===== src/rtl/alu_pipe_if.sv =====
// Handshake bundle for the pipelined ALU: valid/ready request side carrying
// opcode, operands and tag, and valid/ready response side carrying result and flags.
interface alu_pipe_if #(
    parameter int XLEN  = 32,
    parameter int TAG_W = 5
);
    logic             in_valid;
    logic             in_ready;
    logic [3:0]       alu_op;
    logic [XLEN-1:0]  in_a;
    logic [XLEN-1:0]  in_b;
    logic [TAG_W-1:0] in_tag;
    logic             out_valid;
    logic             out_ready;
    logic [XLEN-1:0]  result;
    logic             zero;
    logic             overflow;
    logic [TAG_W-1:0] out_tag;

    modport master (
        output in_valid, alu_op, in_a, in_b, in_tag, out_ready,
        input  in_ready, out_valid, result, zero, overflow, out_tag
    );

    modport slave (
        input  in_valid, alu_op, in_a, in_b, in_tag, out_ready,
        output in_ready, out_valid, result, zero, overflow, out_tag
    );
endinterface


===== src/rtl/alu_pipe.sv =====
// Pipelined RV32I-class integer ALU: results are computed combinationally ahead of stage 1,
// then travel through STAGES elastic registers with bubble-collapsing valid/ready flow control.
module alu_pipe #(
    parameter int XLEN   = 32,
    parameter int STAGES = 2,
    parameter int TAG_W  = 5
) (
    input  logic      clk,
    input  logic      rst_n,
    alu_pipe_if.slave bus
);
    localparam int SHW  = $clog2(XLEN);
    localparam int LAST = STAGES - 1;
    localparam int MSB  = XLEN - 1;

    typedef enum logic [3:0] {
        OP_ADD  = 4'b0000,
        OP_SUB  = 4'b1000,
        OP_SLL  = 4'b0001,
        OP_SLT  = 4'b0010,
        OP_SLTU = 4'b0011,
        OP_XOR  = 4'b0100,
        OP_SRL  = 4'b0101,
        OP_SRA  = 4'b1101,
        OP_OR   = 4'b0110,
        OP_AND  = 4'b0111
    } alu_op_e;

    logic [XLEN-1:0]  sum;
    logic [XLEN-1:0]  diff;
    logic [SHW-1:0]   shamt;
    logic [XLEN-1:0]  calc_res;
    logic             calc_ovf;

    logic [STAGES-1:0] stg_valid;
    logic [STAGES-1:0] load;
    logic [XLEN-1:0]   stg_res  [STAGES];
    logic              stg_zero [STAGES];
    logic              stg_ovf  [STAGES];
    logic [TAG_W-1:0]  stg_tag  [STAGES];

    assign sum   = bus.in_a + bus.in_b;
    assign diff  = bus.in_a - bus.in_b;
    assign shamt = bus.in_b[SHW-1:0];

    // Unknown opcodes fall through to zero result with no overflow.
    always_comb begin
        calc_res = '0;
        calc_ovf = 1'b0;
        case (bus.alu_op)
            OP_ADD: begin
                calc_res = sum;
                calc_ovf = (bus.in_a[MSB] == bus.in_b[MSB]) && (sum[MSB] != bus.in_a[MSB]);
            end
            OP_SUB: begin
                calc_res = diff;
                calc_ovf = (bus.in_a[MSB] != bus.in_b[MSB]) && (diff[MSB] != bus.in_a[MSB]);
            end
            OP_SLL:  calc_res = bus.in_a << shamt;
            OP_SLT:  calc_res = {{(XLEN-1){1'b0}}, ($signed(bus.in_a) < $signed(bus.in_b))};
            OP_SLTU: calc_res = {{(XLEN-1){1'b0}}, (bus.in_a < bus.in_b)};
            OP_XOR:  calc_res = bus.in_a ^ bus.in_b;
            OP_SRL:  calc_res = bus.in_a >> shamt;
            OP_SRA:  calc_res = $unsigned($signed(bus.in_a) >>> shamt);
            OP_OR:   calc_res = bus.in_a | bus.in_b;
            OP_AND:  calc_res = bus.in_a & bus.in_b;
            default: begin
                calc_res = '0;
                calc_ovf = 1'b0;
            end
        endcase
    end

    // A stage may load when it is empty or its successor is loading this cycle;
    // the chain starts from out_ready so backpressure ripples back to in_ready.
    always_comb begin
        logic take;
        take = bus.out_ready;
        load = '0;
        for (int k = LAST; k >= 0; k--) begin
            load[k] = !stg_valid[k] || take;
            take    = load[k];
        end
    end

    // Payload only moves when a valid op moves into a stage, so idle stages keep their contents.
    always_ff @(posedge clk or negedge rst_n) begin
        if (!rst_n) begin
            stg_valid <= '0;
            for (int k = 0; k < STAGES; k++) begin
                stg_res[k]  <= '0;
                stg_zero[k] <= 1'b0;
                stg_ovf[k]  <= 1'b0;
                stg_tag[k]  <= '0;
            end
        end else begin
            if (load[0]) begin
                stg_valid[0] <= bus.in_valid;
            end
            if (load[0] && bus.in_valid) begin
                stg_res[0]  <= calc_res;
                stg_zero[0] <= (calc_res == '0);
                stg_ovf[0]  <= calc_ovf;
                stg_tag[0]  <= bus.in_tag;
            end
            for (int k = 1; k < STAGES; k++) begin
                if (load[k]) begin
                    stg_valid[k] <= stg_valid[k-1];
                end
                if (load[k] && stg_valid[k-1]) begin
                    stg_res[k]  <= stg_res[k-1];
                    stg_zero[k] <= stg_zero[k-1];
                    stg_ovf[k]  <= stg_ovf[k-1];
                    stg_tag[k]  <= stg_tag[k-1];
                end
            end
        end
    end

    assign bus.in_ready  = load[0];
    assign bus.out_valid = stg_valid[LAST];
    assign bus.result    = stg_res[LAST];
    assign bus.zero      = stg_zero[LAST];
    assign bus.overflow  = stg_ovf[LAST];
    assign bus.out_tag   = stg_tag[LAST];
endmodule


===== src/flat_wrapper.sv =====
// flat-port wrapper written by rule: the top's interface ports become plain ports
module alu_pipe_flat 
#(
    parameter int XLEN   = 32,
    parameter int STAGES = 2,
    parameter int TAG_W  = 5
)
  (clk, rst_n, bus_in_valid, bus_alu_op, bus_in_a, bus_in_b, bus_in_tag, bus_out_ready, bus_in_ready, bus_out_valid, bus_result, bus_zero, bus_overflow, bus_out_tag);
  alu_pipe_if #(.XLEN(XLEN), .TAG_W(TAG_W)) bus_i ();
  input  logic clk;
  input  logic rst_n;
  input wire logic [$bits(bus_i.in_valid)-1:0] bus_in_valid;
  input wire logic [$bits(bus_i.alu_op)-1:0] bus_alu_op;
  input wire logic [$bits(bus_i.in_a)-1:0] bus_in_a;
  input wire logic [$bits(bus_i.in_b)-1:0] bus_in_b;
  input wire logic [$bits(bus_i.in_tag)-1:0] bus_in_tag;
  input wire logic [$bits(bus_i.out_ready)-1:0] bus_out_ready;
  output wire logic [$bits(bus_i.in_ready)-1:0] bus_in_ready;
  output wire logic [$bits(bus_i.out_valid)-1:0] bus_out_valid;
  output wire logic [$bits(bus_i.result)-1:0] bus_result;
  output wire logic [$bits(bus_i.zero)-1:0] bus_zero;
  output wire logic [$bits(bus_i.overflow)-1:0] bus_overflow;
  output wire logic [$bits(bus_i.out_tag)-1:0] bus_out_tag;
  assign bus_i.in_valid = bus_in_valid;
  assign bus_i.alu_op = bus_alu_op;
  assign bus_i.in_a = bus_in_a;
  assign bus_i.in_b = bus_in_b;
  assign bus_i.in_tag = bus_in_tag;
  assign bus_i.out_ready = bus_out_ready;
  assign bus_in_ready = bus_i.in_ready;
  assign bus_out_valid = bus_i.out_valid;
  assign bus_result = bus_i.result;
  assign bus_zero = bus_i.zero;
  assign bus_overflow = bus_i.overflow;
  assign bus_out_tag = bus_i.out_tag;
  alu_pipe #(.XLEN(XLEN), .STAGES(STAGES), .TAG_W(TAG_W)) u_core (.clk(clk), .rst_n(rst_n), .bus(bus_i));
endmodule

===== config.mk =====
export PLATFORM = sky130hd
export DESIGN_NAME = alu_pipe_flat
export DESIGN_NICKNAME = d
export VERILOG_FILES = /design/src/rtl/alu_pipe_if.sv /design/src/rtl/alu_pipe.sv /design/src/flat_wrapper.sv
export SDC_FILE = /design/constraint.sdc
export NUM_CORES = 1
export LEC_CHECK = 0
export ABC_AREA = 1
export BUFFER_PORTS_ARGS = -buffer_cell sky130_fd_sc_hd__buf_2
export CAP_MARGIN = 25
export CORE_MARGIN = 3
export CORE_UTILIZATION = 60
export CTS_CLUSTER_SIZE = 12
export DETAILED_ROUTE_END_ITERATION = 16
export PLACE_DENSITY = 0.89
export SYNTH_ARGS = -nofsm -noshare
export SYNTH_HDL_FRONTEND = slang
export SYNTH_SLANG_ARGS = --single-unit
export TNS_END_PERCENT = 5

===== constraint.sdc =====
create_clock -name clk -period 2.1 [get_ports clk]
set_input_delay 0.42 -clock clk [delete_from_list [all_inputs] [get_ports clk]]
set_output_delay 0.42 -clock clk [all_outputs]
set_load 0.02 [all_outputs]

==> flow_metrics.tcl, run 1 <==
set metrics [dict create \
    gr-total-overflow 2785 \
    synth_warnings 0 \
    numCtsBuffers 9 \
    synthArstFlopShare_pct 100 \
    die_h_um 155 \
    dp_cells 3136 \
    dp_slack_ns -0.937 \
    cts_buffer_depth 2 \
    root_buffer "clkbuf_16" \
    yosysMostFrequentCell "nand2_1" \
    syn-instance-count 2420 \
    grt_use_total_pct 101 \
    synth_area_per_cell_um2 5.53 \
    clock_sinks 80 \
    haltStage "5_1_grt" \
    num_rows 54 \
    error_line "[ERROR GRT-0116] Global routing finished with congestion. Check the congestion regions in the DRC Viewer." \
    grt_max_degree 60 \
    yosysTopAreaCell "nand2_1" \
    grt_pass1_wl_um 181000 \
    dieWidth_um 155 \
    cts_max_level 3 \
    gp_congestion 1.20 \
    netlist.area_leader.share_pct 23.1 \
    synth_edf_count 0 \
    synth_ff_type "dfrtp_1" \
    start_util_pct 61.1 \
    hpwl_um 52300 \
    synth_fp_nets 2597 \
    synth.distinct_cells 41 \
    status "aborted with a tool error" \
    ys_ff_latch 80 \
    io_pins 118 \
    synth_area_mm2 0.0134 \
    io_buffers 117 \
    synth_area_leaders "nand2_1 23%, nand3_1 16%, dfrtp_1 15%, ha_1 9.2%, inv_1 8.0%" \
    grt_pass1_vias 26502 \
    yosys-top-cells-count "823 x nand2_1, 435 x nand3_1, 285 x inv_1" \
    synth_seq_area_share_pct 15.0 \
]
-- what timing repair did --
action	4_1_cts
setup endpoints to repair	34
hold buffers	0
resized for setup	294
setup buffers	30
pin swaps	76
cloned	2
-- kinds of logic after synthesis --
| family | Yosys count | synth area share [%] |
|---|---|---|
| buffers and inverters | 438 | 14.7 |
| AND/OR/NAND/NOR | 1549 | 49.0 |
| multiplexers | 30 | 2.52 |
| AO/OA/AOI/OAI | 222 | 9.33 |
| flip-flops | 80 | 15.0 |
| XOR/XNOR | 1 | 0.0654 |
| adder cells (fa/ha/maj) | 100 | 9.46 |
-- layer usage --
metal,GRT usage (%),GRT overflow
met5,89.2,70
met4,81.5,343
met3,95.3,431
met2,107,820
met1,108,1121
-- metrics by stage --
stage               setup TNS (ns)  instance area (um2)
detailed placement          -21.92                17200
CTS                          -3.13                18900
global placement            -17.42                17200
floorplan                    -3.56                13500
==> run 2: changes to the inputs <==
--- a/config.mk
+++ b/config.mk
@@ -9,10 +9,9 @@
 export BUFFER_PORTS_ARGS = -buffer_cell sky130_fd_sc_hd__buf_2
 export CAP_MARGIN = 25
 export CORE_MARGIN = 3
-export CORE_UTILIZATION = 60
-export CTS_CLUSTER_SIZE = 12
+export CORE_UTILIZATION = 40
 export DETAILED_ROUTE_END_ITERATION = 16
-export PLACE_DENSITY = 0.89
+export PLACE_DENSITY_LB_ADDON = 0.15
 export SYNTH_ARGS = -nofsm -noshare
 export SYNTH_HDL_FRONTEND = slang
 export SYNTH_SLANG_ARGS = --single-unit
==> flow_metrics.tcl, run 2 <==
set metrics [dict create \
    status "finished, violations left" \
    violations "setup timing" \
    gr-total-overflow 0 \
    multi_input_area_mm2 0.0111 \
    yosys-top-cells-count "823 x nand2_1, 435 x nand3_1, 285 x inv_1" \
    final-hold-violation-count 0 \
    numCtsBuffers 9 \
    final_common_cell "nand2_1" \
    ant_nets 0 \
    clock_sinks 80 \
    dieWidth_um 189 \
    cts_max_level 3 \
    dp_slack_ns -1.26 \
    synth_top_family_by_area "simple AND/OR/NAND/NOR gates" \
    r2r-end "u_core.stg_res[37]" \
    cts_tree "yes" \
    root_buffer "clkbuf_16" \
    synth-xor-area-share_pct 0.0654 \
    grt_pass1_wl_um 105000 \
    io_buffers 117 \
    worstPathRequired_ns 2.31 \
    synth_area_per_cell_um2 5.53 \
    viasPerCell 5.45 \
    core_mm2 0.0328 \
    layout-drive-gt1-share_pct 39.4 \
    die_area_mm2 0.0357 \
    hold_buffers 0 \
    synth_fp_nets 2597 \
    crit_path_max_fanout 7 \
    yosys.area_share.simple_pct 49.0 \
    rr_worst_depth 5 \
    hpwl_um 57500 \
    synth_seq_area_share_pct 15.0 \
    end_kind "flip-flop" \
    setup_viol 32 \
    cp-start-kind "input port" \
    clock_latency_ns 0.34 \
    synth_ff_type "dfrtp_1" \
    fillCellCount 3188 \
    gp_congestion 1.03 \
    period_share_pct 116 \
    grt_pass1_vias 18078 \
    power_density_mw_per_mm2 453 \
    netlist.area_leader.share_pct 23.1 \
    diodes 0 \
    start_util_pct 40.8 \
    synth_area_mm2 0.0134 \
    yosysMostFrequentCell "nand2_1" \
    synth_warnings 0 \
    yosysTopAreaCell "nand2_1" \
    maxSlewViolCount 0 \
    cts_buffer_depth 2 \
    hold_ws_ns 0.0698 \
    arrival_ns 2.65 \
    irDropWorstVdd_mv 0.479 \
    wirelength_um 70800 \
    finClkSkew_ns 0.00769 \
    mostFrequentLayoutCells "684 x nand2_1, 590 x buf_4, 389 x nand3_1" \
    relSlewSlack_pct 62.5 \
    dr_total_vias 18904 \
    finalCriticalPeriod_ns 2.43 \
    grt_use_total_pct 38.2 \
    grt_max_degree 59 \
    drc 0 \
    tightest_slew_ns 0.562 \
    synthMuxAreaShare_pct 2.52 \
    finalInstanceArea_mm2 0.0207 \
    die_h_um 189 \
    synth.distinct_cells 41 \
    crit_type "in -> reg" \
    p_leak_nw 11.3 \
    clk_pin_slew_ns 0.06 \
    holdCritPathClass "in -> async" \
    syn-instance-count 2420 \
    firstDrtPassIters 6 \
    drv_cap 0 \
    ys_ff_latch 80 \
    first_iter_violations 1945 \
    io_pins 118 \
    final.setup.tns_ns -5.32 \
    p_total_mw 9.39 \
    wl_per_cell_um 20.4 \
    synthAdderAreaFrac_pct 9.46 \
    synth_area_leaders "nand2_1 23%, nand3_1 16%, dfrtp_1 15%, ha_1 9.2%, inv_1 8.0%" \
    antenna_found_initial 1 \
    regArea_mm2 0.00200 \
    r2r_start "u_core.stg_valid[0]" \
    syn_to_final_growth_pct 54.9 \
    num_rows 66 \
    final_nets 3200 \
    rsz0062_at_grt "yes" \
    timing.reg2reg.setup_slack_ns 0.59 \
    synth-compound-area-share_pct 9.33 \
    dpl_cell_area_mm2 0.0181 \
    synthArstFlopShare_pct 100 \
    synth_edf_count 0 \
    max_freq_mhz 411 \
    worst_slack_ns -0.334 \
]
-- run 2: through the flow --
step | cells | utilization (%)
after floorplan | 2420 | -
after global placement | 3403 | 55.3
after detailed placement | 3403 | 55.3
after CTS | 3454 | 60.9
after global routing | 3470 | 63.2
final | 3470 | 63.2
-- run 2: repair_timing --
| item | in CTS | in global routing |
|---|---|---|
| setup endpoints to repair | 33 | 33 |
| setup buffers | 31 | 16 |
| cloned | 4 | 0 |
| resized for setup | 329 | 189 |
| pin swaps | 81 | 86 |
-- run 2: cell families after synthesis --
logic type      count (synthesis)
mux                            30
xor+xnor                        1
flops                          80
fa+ha+maj                     100
compound gates                222
simple gates                 1549
buf+inv                       438
-- run 2: worst max-delay path by stage --
stage                  from            endpoint  slack [ns]  cells after the start
2_1_floorplan   bus_in_b[4]  u_core.stg_zero[1]       -0.38                     23
3_3_place_gp    bus_in_a[0]  u_core.stg_zero[1]       -1.23                     19
3_5_place_dp    bus_in_a[0]  u_core.stg_zero[1]       -1.26                     19
4_1_cts         bus_in_b[0]  u_core.stg_zero[1]       -0.28                     18
5_1_grt         bus_in_a[1]  u_core.stg_zero[1]       -0.42                     20
6_report       bus_in_a[13]  u_core.stg_res[63]       -0.33                     18
-- run 2: per-layer routing --
layer	GRT usage [%]	routed length, um	part of all wire (%)	up-vias
met1	51.6	29400	42	8812
met2	62.6	31900	45	931
met3	5.91	6360	9.0	177
li1	-	-	-	8982
met5	0	13	0.018	-
met4	12.7	3150	4.5	2
-- run 2: report_power, final --
| group | switching (mW) | leakage [nW] | internal (mW) |
|---|---|---|---|
| logic | 3.34 | 10.1 | 2.46 |
| clock network | 0.603 | 0.133 | 0.926 |
| registers | 0.175 | 1.04 | 1.88 |
-- run 2: critical path: stages --
cell      delay, ns
clkbuf_4       0.16
inv_1          0.09
ha_4           0.33
nand2_2        0.11
nor2_2         0.14
inv_1          0.08
nor3_2         0.14
nand2_2        0.12
nand2_4        0.11
nand2_2        0.08
nand2_2        0.10
nor2_1         0.04
nor2_1         0.16
nand3_2        0.14
buf_4          0.16
buf_4          0.12
nand2_1        0.04
o21ai_0        0.08
-- run 2: final cells by class --
type | instances | area share [%]
Tap cell | 442 | 2.67
Multi-Input combinational cell | 1902 | 53.6
Sequential cell | 80 | 9.66
Timing Repair Buffer | 737 | 27.2
Clock inverter | 4 | 0.260
Inverter | 293 | 5.41
Clock buffer | 12 | 1.14
Note: power is estimated with default switching activity, not from simulation.
